===== src/rtl/restoring_divider_32bit.sv =====
// Multi-cycle unsigned restoring divider: one quotient bit per clock, with the
// trial subtraction done on a ripple-carry adder (Rs + ~D + 1).
module restoring_divider_32bit #(
  parameter int WIDTH = 32
) (
  input  logic             clk,
  input  logic             rst,
  input  logic             start,
  input  logic [WIDTH-1:0] dividend,
  input  logic [WIDTH-1:0] divisor,
  output logic             ready,
  output logic             done,
  output logic [WIDTH-1:0] quotient,
  output logic [WIDTH-1:0] remainder,
  output logic             div_by_zero
);

  localparam int CW = $clog2(WIDTH + 1);

  typedef enum logic [1:0] {
    S_IDLE   = 2'd0,
    S_RUN    = 2'd1,
    S_FINISH = 2'd2
  } state_t;

  state_t           state_q, state_d;
  logic [WIDTH-1:0] q_q, q_d;
  logic [WIDTH-1:0] r_q, r_d;
  logic [WIDTH-1:0] d_q, d_d;
  logic [CW-1:0]    cnt_q, cnt_d;
  logic [WIDTH-1:0] quot_q, quot_d;
  logic [WIDTH-1:0] rem_q, rem_d;
  logic             dbz_q, dbz_d;
  logic             done_q, done_d;

  logic             msb_s;
  logic [WIDTH-1:0] rs_s;
  logic [WIDTH-1:0] qs_s;
  logic [WIDTH-1:0] t_s;
  logic             cout_s;
  logic [WIDTH-1:0] new_q_s;
  logic [WIDTH-1:0] new_r_s;

  function automatic logic [WIDTH:0] rca_add(input logic [WIDTH-1:0] a,
                                             input logic [WIDTH-1:0] b,
                                             input logic             cin);
    logic             c;
    logic [WIDTH-1:0] s;
    c = cin;
    s = '0;
    for (int i = 0; i < WIDTH; i++) begin
      s[i] = a[i] ^ b[i] ^ c;
      c    = (a[i] & b[i]) | (a[i] & c) | (b[i] & c);
    end
    return {c, s};
  endfunction

  // msb shifted out of R counts as an extra 2^WIDTH, so it forces the subtract
  assign msb_s            = r_q[WIDTH-1];
  assign rs_s             = {r_q[WIDTH-2:0], q_q[WIDTH-1]};
  assign qs_s             = {q_q[WIDTH-2:0], 1'b0};
  assign {cout_s, t_s}    = rca_add(rs_s, ~d_q, 1'b1);
  assign new_r_s          = (msb_s | cout_s) ? t_s : rs_s;
  assign new_q_s          = {qs_s[WIDTH-1:1], msb_s | cout_s};

  // Next-state, datapath and result-register updates
  always_comb begin
    state_d = state_q;
    q_d     = q_q;
    r_d     = r_q;
    d_d     = d_q;
    cnt_d   = cnt_q;
    quot_d  = quot_q;
    rem_d   = rem_q;
    dbz_d   = dbz_q;
    done_d  = 1'b0;
    case (state_q)
      S_IDLE: begin
        if (start) begin
          q_d   = dividend;
          d_d   = divisor;
          r_d   = '0;
          cnt_d = CW'(WIDTH);
          dbz_d = 1'b0;
          if (divisor == '0) begin
            state_d = S_FINISH;
            quot_d  = '1;
            rem_d   = dividend;
            dbz_d   = 1'b1;
          end else begin
            state_d = S_RUN;
          end
        end else begin
          state_d = S_IDLE;
        end
      end
      S_RUN: begin
        q_d   = new_q_s;
        r_d   = new_r_s;
        cnt_d = cnt_q - CW'(1);
        if (cnt_q == CW'(1)) begin
          state_d = S_FINISH;
          quot_d  = new_q_s;
          rem_d   = new_r_s;
        end else begin
          state_d = S_RUN;
        end
      end
      S_FINISH: begin
        state_d = S_IDLE;
        done_d  = 1'b1;
      end
      default: begin
        state_d = S_IDLE;
      end
    endcase
  end

  // State, shadow and output registers
  always_ff @(posedge clk or posedge rst) begin
    if (rst) begin
      state_q <= S_IDLE;
      q_q     <= '0;
      r_q     <= '0;
      d_q     <= '0;
      cnt_q   <= '0;
      quot_q  <= '0;
      rem_q   <= '0;
      dbz_q   <= 1'b0;
      done_q  <= 1'b0;
    end else begin
      state_q <= state_d;
      q_q     <= q_d;
      r_q     <= r_d;
      d_q     <= d_d;
      cnt_q   <= cnt_d;
      quot_q  <= quot_d;
      rem_q   <= rem_d;
      dbz_q   <= dbz_d;
      done_q  <= done_d;
    end
  end

  assign ready       = (state_q == S_IDLE);
  assign done        = done_q;
  assign quotient    = quot_q;
  assign remainder   = rem_q;
  assign div_by_zero = dbz_q;

endmodule


===== config.mk =====
export PLATFORM = sky130hd
export DESIGN_NAME = restoring_divider_32bit
export DESIGN_NICKNAME = d
export VERILOG_FILES = /design/src/rtl/restoring_divider_32bit.sv
export SDC_FILE = /design/constraint.sdc
export NUM_CORES = 1
export LEC_CHECK = 0
export CORE_MARGIN = 5
export CORE_UTILIZATION = 40
export CTS_BUF_LIST = sky130_fd_sc_hd__clkbuf_8
export CTS_CLUSTER_SIZE = 24
export DETAILED_ROUTE_END_ITERATION = 8
export SYNTH_ARGS = -nofsm -noshare
export SYNTH_HDL_FRONTEND = slang
export SYNTH_SLANG_ARGS = --single-unit

===== constraint.sdc =====
create_clock -name clk -period 15.2 [get_ports clk]
set_input_delay 1.52 -clock clk [delete_from_list [all_inputs] [get_ports clk]]
set_output_delay 1.52 -clock clk [all_outputs]
set_load 0.03 [all_outputs]

# Word-level counts from Yosys, hierarchy flattened
# Cells that the tools add are included.
# word_totals
regBits	170
latch_bits	0
ram_bits	0
rom_bits	0
output_inout_bits	67
n_memories	0
# classes
addsub	1
multipliers	0
div	0
magnitude_cmp	0
n_eq_ne	6
shift	0
mux	21
bitwise_logic	224
n_reduce_logical	6
# ops
operator	count
32-bit 2-to-1 mux	9
32-bit one-hot mux with 2 select lines	4
1-bit AND	94
1-bit bitwise OR	65
1-bit bitwise XOR	63
32-bit zero test	1
32-bit NOT	1
6-bit one-hot mux with 2 select lines	1
6-bit by 1-bit == test with 1-bit output (second input constant)	1
2-bit 2-to-1 mux	3
6-bit 2-to-1 mux	1
6-bit by 1-bit subtractor with 6-bit output (second input constant)	1
2-bit != test (second input constant)	2
2-bit one-hot mux with 2 select lines	1
2-bit AND reduction	2
4-bit AND reduction	1
2-bit by 1-bit == test with 1-bit output (second input constant)	1
2-bit == test (second input constant)	1
2-bit zero test	1
1-bit 2-to-1 mux	2
2-bit by 1-bit != test with 1-bit output (second input constant)	1
2-bit nonzero test	1
1-bit NOT	1

# Logic depth before layout (Yosys ltp)
# depth
word_depth	101
depth_mapped	41
depth_no_buf	39

# Least setup slack after synthesis
# No wires, ideal clock.
# synth_path
path_kind	reg2reg
from	reg q_q[31]
to	reg r_q[11]
setup_ps	120
t_arrival_ps	13367
path_slack_ps	1713
stages_incl_launch_ff	41
n_path_buf	2
cell_sequence	dfrtp_1 inv_1 ha_1 inv_1 fa_1 fa_1 fa_1 fa_1 fa_1 fa_1 fa_1 fa_1 fa_1 fa_1 fa_1 fa_1 fa_1 fa_1 (+5 left out) fa_1 fa_1 fa_1 fa_1 fa_1 fa_1 fa_1 fa_1 fa_1 fa_1 fa_1 fa_1 or2_2 clkbuf_1 clkbuf_1 nand2_1 a21oi_1 a31o_2
# synth_via
elab_chain_len	99
# synth_lines
element	line	text
start, declared	27	logic [WIDTH-1:0] q_q, q_d;
start signal, assigned	133	q_q <= q_d;
1-bit AND	53	c = (a[i] & b[i]) | (a[i] & c) | (b[i] & c);
1-bit bitwise OR (*) (2 in a row)	53	
1-bit AND	53	
1-bit bitwise OR	53	
1-bit bitwise OR (*)	53	
1-bit AND	53	
1-bit bitwise OR	53	
1-bit bitwise OR (*)	53	
(+79 left out)	n/a	
1-bit bitwise OR (2 in a row)	53	
1-bit AND	53	
1-bit bitwise OR (2 in a row)	53	
1-bit AND	53	
1-bit bitwise OR (2 in a row)	53	
1-bit bitwise OR	63	assign new_r_s = (msb_s | cout_s) ? t_s : rs_s;
32-bit 2-to-1 mux (*)	63	
32-bit one-hot mux with 2 select lines (*)	77	case (state_q)
end signal, assigned	134	r_q <= r_d;
end, declared	28	logic [WIDTH-1:0] r_q, r_d;
# Mark *: on every way between the ends. The rest lies on a longest branch, timed or not.
# A chain may end at the register's enable or synchronous reset.

# Worst setup path in the final report
# layout_path
from	reg q_q[31]
to	reg rem_q[0], in the netlist remainder[0]
# layout_via
elab_chain_len	100
# layout_lines
element	line	text
1-bit AND	53	
1-bit bitwise OR (2 in a row)	53	
1-bit AND	53	
1-bit bitwise OR (2 in a row)	53	
1-bit AND	53	
1-bit bitwise OR (2 in a row)	53	
1-bit AND	53	
1-bit bitwise OR (2 in a row)	53	
(+78 left out)	n/a	
1-bit AND	53	
1-bit bitwise OR (2 in a row)	53	
1-bit AND	53	
1-bit bitwise OR (2 in a row)	53	
1-bit bitwise OR	63	
32-bit 2-to-1 mux (*)	63	
32-bit 2-to-1 mux (*)	101	if (cnt_q == CW'(1)) begin
32-bit one-hot mux with 2 select lines (*)	77	
end signal, assigned	138	rem_q <= rem_d;
end, declared	32	logic [WIDTH-1:0] rem_q, rem_d;
# Mark *: on every way between the ends. The rest lies on a longest branch, timed or not. The select of a mux whose other input is x is not followed.

==> run summary <==
ANT cells = 0
clk root buf = clkbuf_8
post-layout util = 50.2%
met2 Usage GRT = 26.2%
LEAKAGE = 4.06 nW
relative slew slack = 30.7%
Worst-Skew Late Latency = 460 ps
Fill cells = 1836
Placed Area = 9460 um2
Synth warnings = 0
RSZ-0062 raised after global routing = false
Setup crit end kind = register
core area = 19500 um2
prevailing post-synth register cell = dfrtp_1
final setup fails = 0
busiest layer in global routing = met1
final instance area = 9810 um2
flops & latches, synth = 170
Synth Area per Inst = 10.1 um2
drt pass-1 iters = 5
critical path data arrival time = 14550 ps
CP dominant cell by count = fa_1
Peak supply drop = 0.0961 mV
clock slew at reported path FFs = 90 ps
Post-synth ARST share = 100%
Final Hold Fails = 0
Hold Crit Class = reg -> reg
total power = 2.46 mW
vias in the first global route = 6002
DR vias = 6057
gr ovfl total = 0
Synth-to-Final Area Change = 22.9%
top post-synthesis cells by area = dfrtp_1 (53%), fa_1 (7.8%), nand2_1 (7.8%), a21oi_1 (3.8%), o22a_1 (3.6%)
final setup TNS = 0 ps
standard-cell rows = 51
worst path required time = 15560 ps
hold buffers post-CTS = 0
CP peak stage delay = 570 ps
Post-Route WL = 20600 um
Crit Path Max Fanout = 34
largest net degree at the start of global routing = 113
GRT met3 Usage = 4.04%
DIE AREA = 22900 um2
period utilization = 93.3%
Die W = 151 um
max_cap viols = 0
CP Launch Type = register
antenna-violating nets left = 0
CP max-delay cell = or2_2
Slew @ Worst Pin = 1040 ps
cell taking the most area after synthesis = dfrtp_1
Initial Utilization = 40.9%
H-tree levels = 4
residual DRC count = 0
Via density = 5.19
HPWL after DPL = 14200 um
top-area cell type share of the netlist area = 53.3%
gr usage total = 19.1%
WL/cell = 17.6 um
hold path start = quotient[19]
maximum clock path buffer count = 2
IO Count = 134
synth cell count leaders = dfrtp_1 (170), nand2_1 (165), a21oi_1 (60)
Slew Viols, Final = 0
CTS tree = yes
first-pass GRT wire length = 33800 um
PortBufs = 133
post_cts resized = 0
initial drt markers = 449
Mapped Cells = 789
Max Clk Rate = 0.0705 GHz
Critical Path Source = q_q[31]
Synth cell types = 37
Mapped Nets = 890
Power Density = 251 nW/um2
post-synthesis sequential area ratio = 53.3%
CP Class = reg -> reg
run status = completed
met1 Usage GRT = 30.0%
FF-to-FF Start = q_q[31]
Placed Instances = 1136
setup bufs post-CTS = 0
Post-synth EDFFs = 0
share of cells above drive strength 1 = 8.32%
CTS buffer count = 17
most frequent cell after synthesis = dfrtp_1
initial antenna violation count = 0
fin crit period = 14190 ps
Die Y = 151 um
placer congestion estimate = 0.838
Final Net Count = 991
clk sinks = 170
Post-Route Skew = 10.0 ps
mapped cell area = 7980 um2
Layout Cells excl Fill = 1166
-- cells by family after synthesis --
kind of cell	synth area share (%)
buffers and inverters	5.55
multiplexers	2.54
adder cells (fa/ha/maj)	8.25
AO/OA/AOI/OAI	18.8
flip-flops	53.3
AND/OR/NAND/NOR	11.5
-- cell type report --
type                       count  area, um2  area share, %
tap                          265        332           3.38
timing repair buffer         140       1380           14.1
clock inverter                11       83.8          0.855
sequential                   170       4250           43.4
inverter                      51        196           2.00
multi-input combinational    510       3290           33.6
clock buffer                  19        262           2.67
-- sequential cells by signal, indices dropped and copies added, names as in the netlist --
| signal | count |
|---|---|
| d_q | 32 |
| q_q | 32 |
| remainder | 32 |
| done | 1 |
| quotient | 32 |
| state_q | 2 |
| cnt_q | 6 |
| r_q | 32 |
| div_by_zero | 1 |
-- layout by cell type (no fill, tap or decap), types with 2 or more instances in the layout --
cell,count
clkdlybuf4s50_1,133
o21ai_0,54
a31oi_1,32
clkinvlp_4,3
clkbuf_8,19
o22a_1,33
buf_4,7
clkinv_2,4
dfrtp_1,170
a31o_2,31
nor2_1,35
nand4_1,2
a21oi_1,60
o31ai_1,15
ha_1,3
mux2i_1,18
a211oi_1,2
nand2_1,164
nand3_1,3
fa_1,31
nor4_1,9
inv_1,53
-- power breakdown --
group          switching [mW]  internal, mW  total [mW]
registers               0.144         0.665       0.809
clock network           0.160         0.133       0.293
logic                   0.807         0.550        1.36
-- through the flow --
| step | hold WS (ps) | worst slack (ps) |
|---|---|---|
| after floorplan | 441 | 1710 |
| after global placement | 470 | 1150 |
| after detailed placement | 476 | 1060 |
| after CTS | 495 | 1040 |
| after global routing | 511 | 457 |
| final | 488 | 1010 |
-- critical path: cells and delay by family (launching register included) --
| kind | cells | cell delay (ps) |
|---|---|---|
| adders and majority gates | 32 | 12290 |
| buffers and inverters | 2 | 120 |
| AOI/OAI and AO/OA | 3 | 520 |
| and+or+nand+nor | 2 | 740 |
| DFF | 1 | 410 |
-- layer usage --
| metal | wire [um] | up-vias |
|---|---|---|
| met1 | 10100 | 2976 |
| li1 | - | 2899 |
| met5 | 0 | - |
| met3 | 1270 | 19 |
| met4 | 345 | 0 |
| met2 | 8870 | 163 |
-- final timing paths --
check / to / slack (ps) / cells past startpoint
worst max-delay path: remainder[0] / 1010 / 39
worst min-delay path: quotient[19] / 490 / 1
worst max register to register: remainder[0] / 1010 / 39
worst min register to register: quotient[19] / 490 / 1
max in group asynchronous: r_q[24] / 12110 / 3
min in group asynchronous: q_q[28] / 1650 / 2
Note: power is estimated with default switching activity, not from simulation.
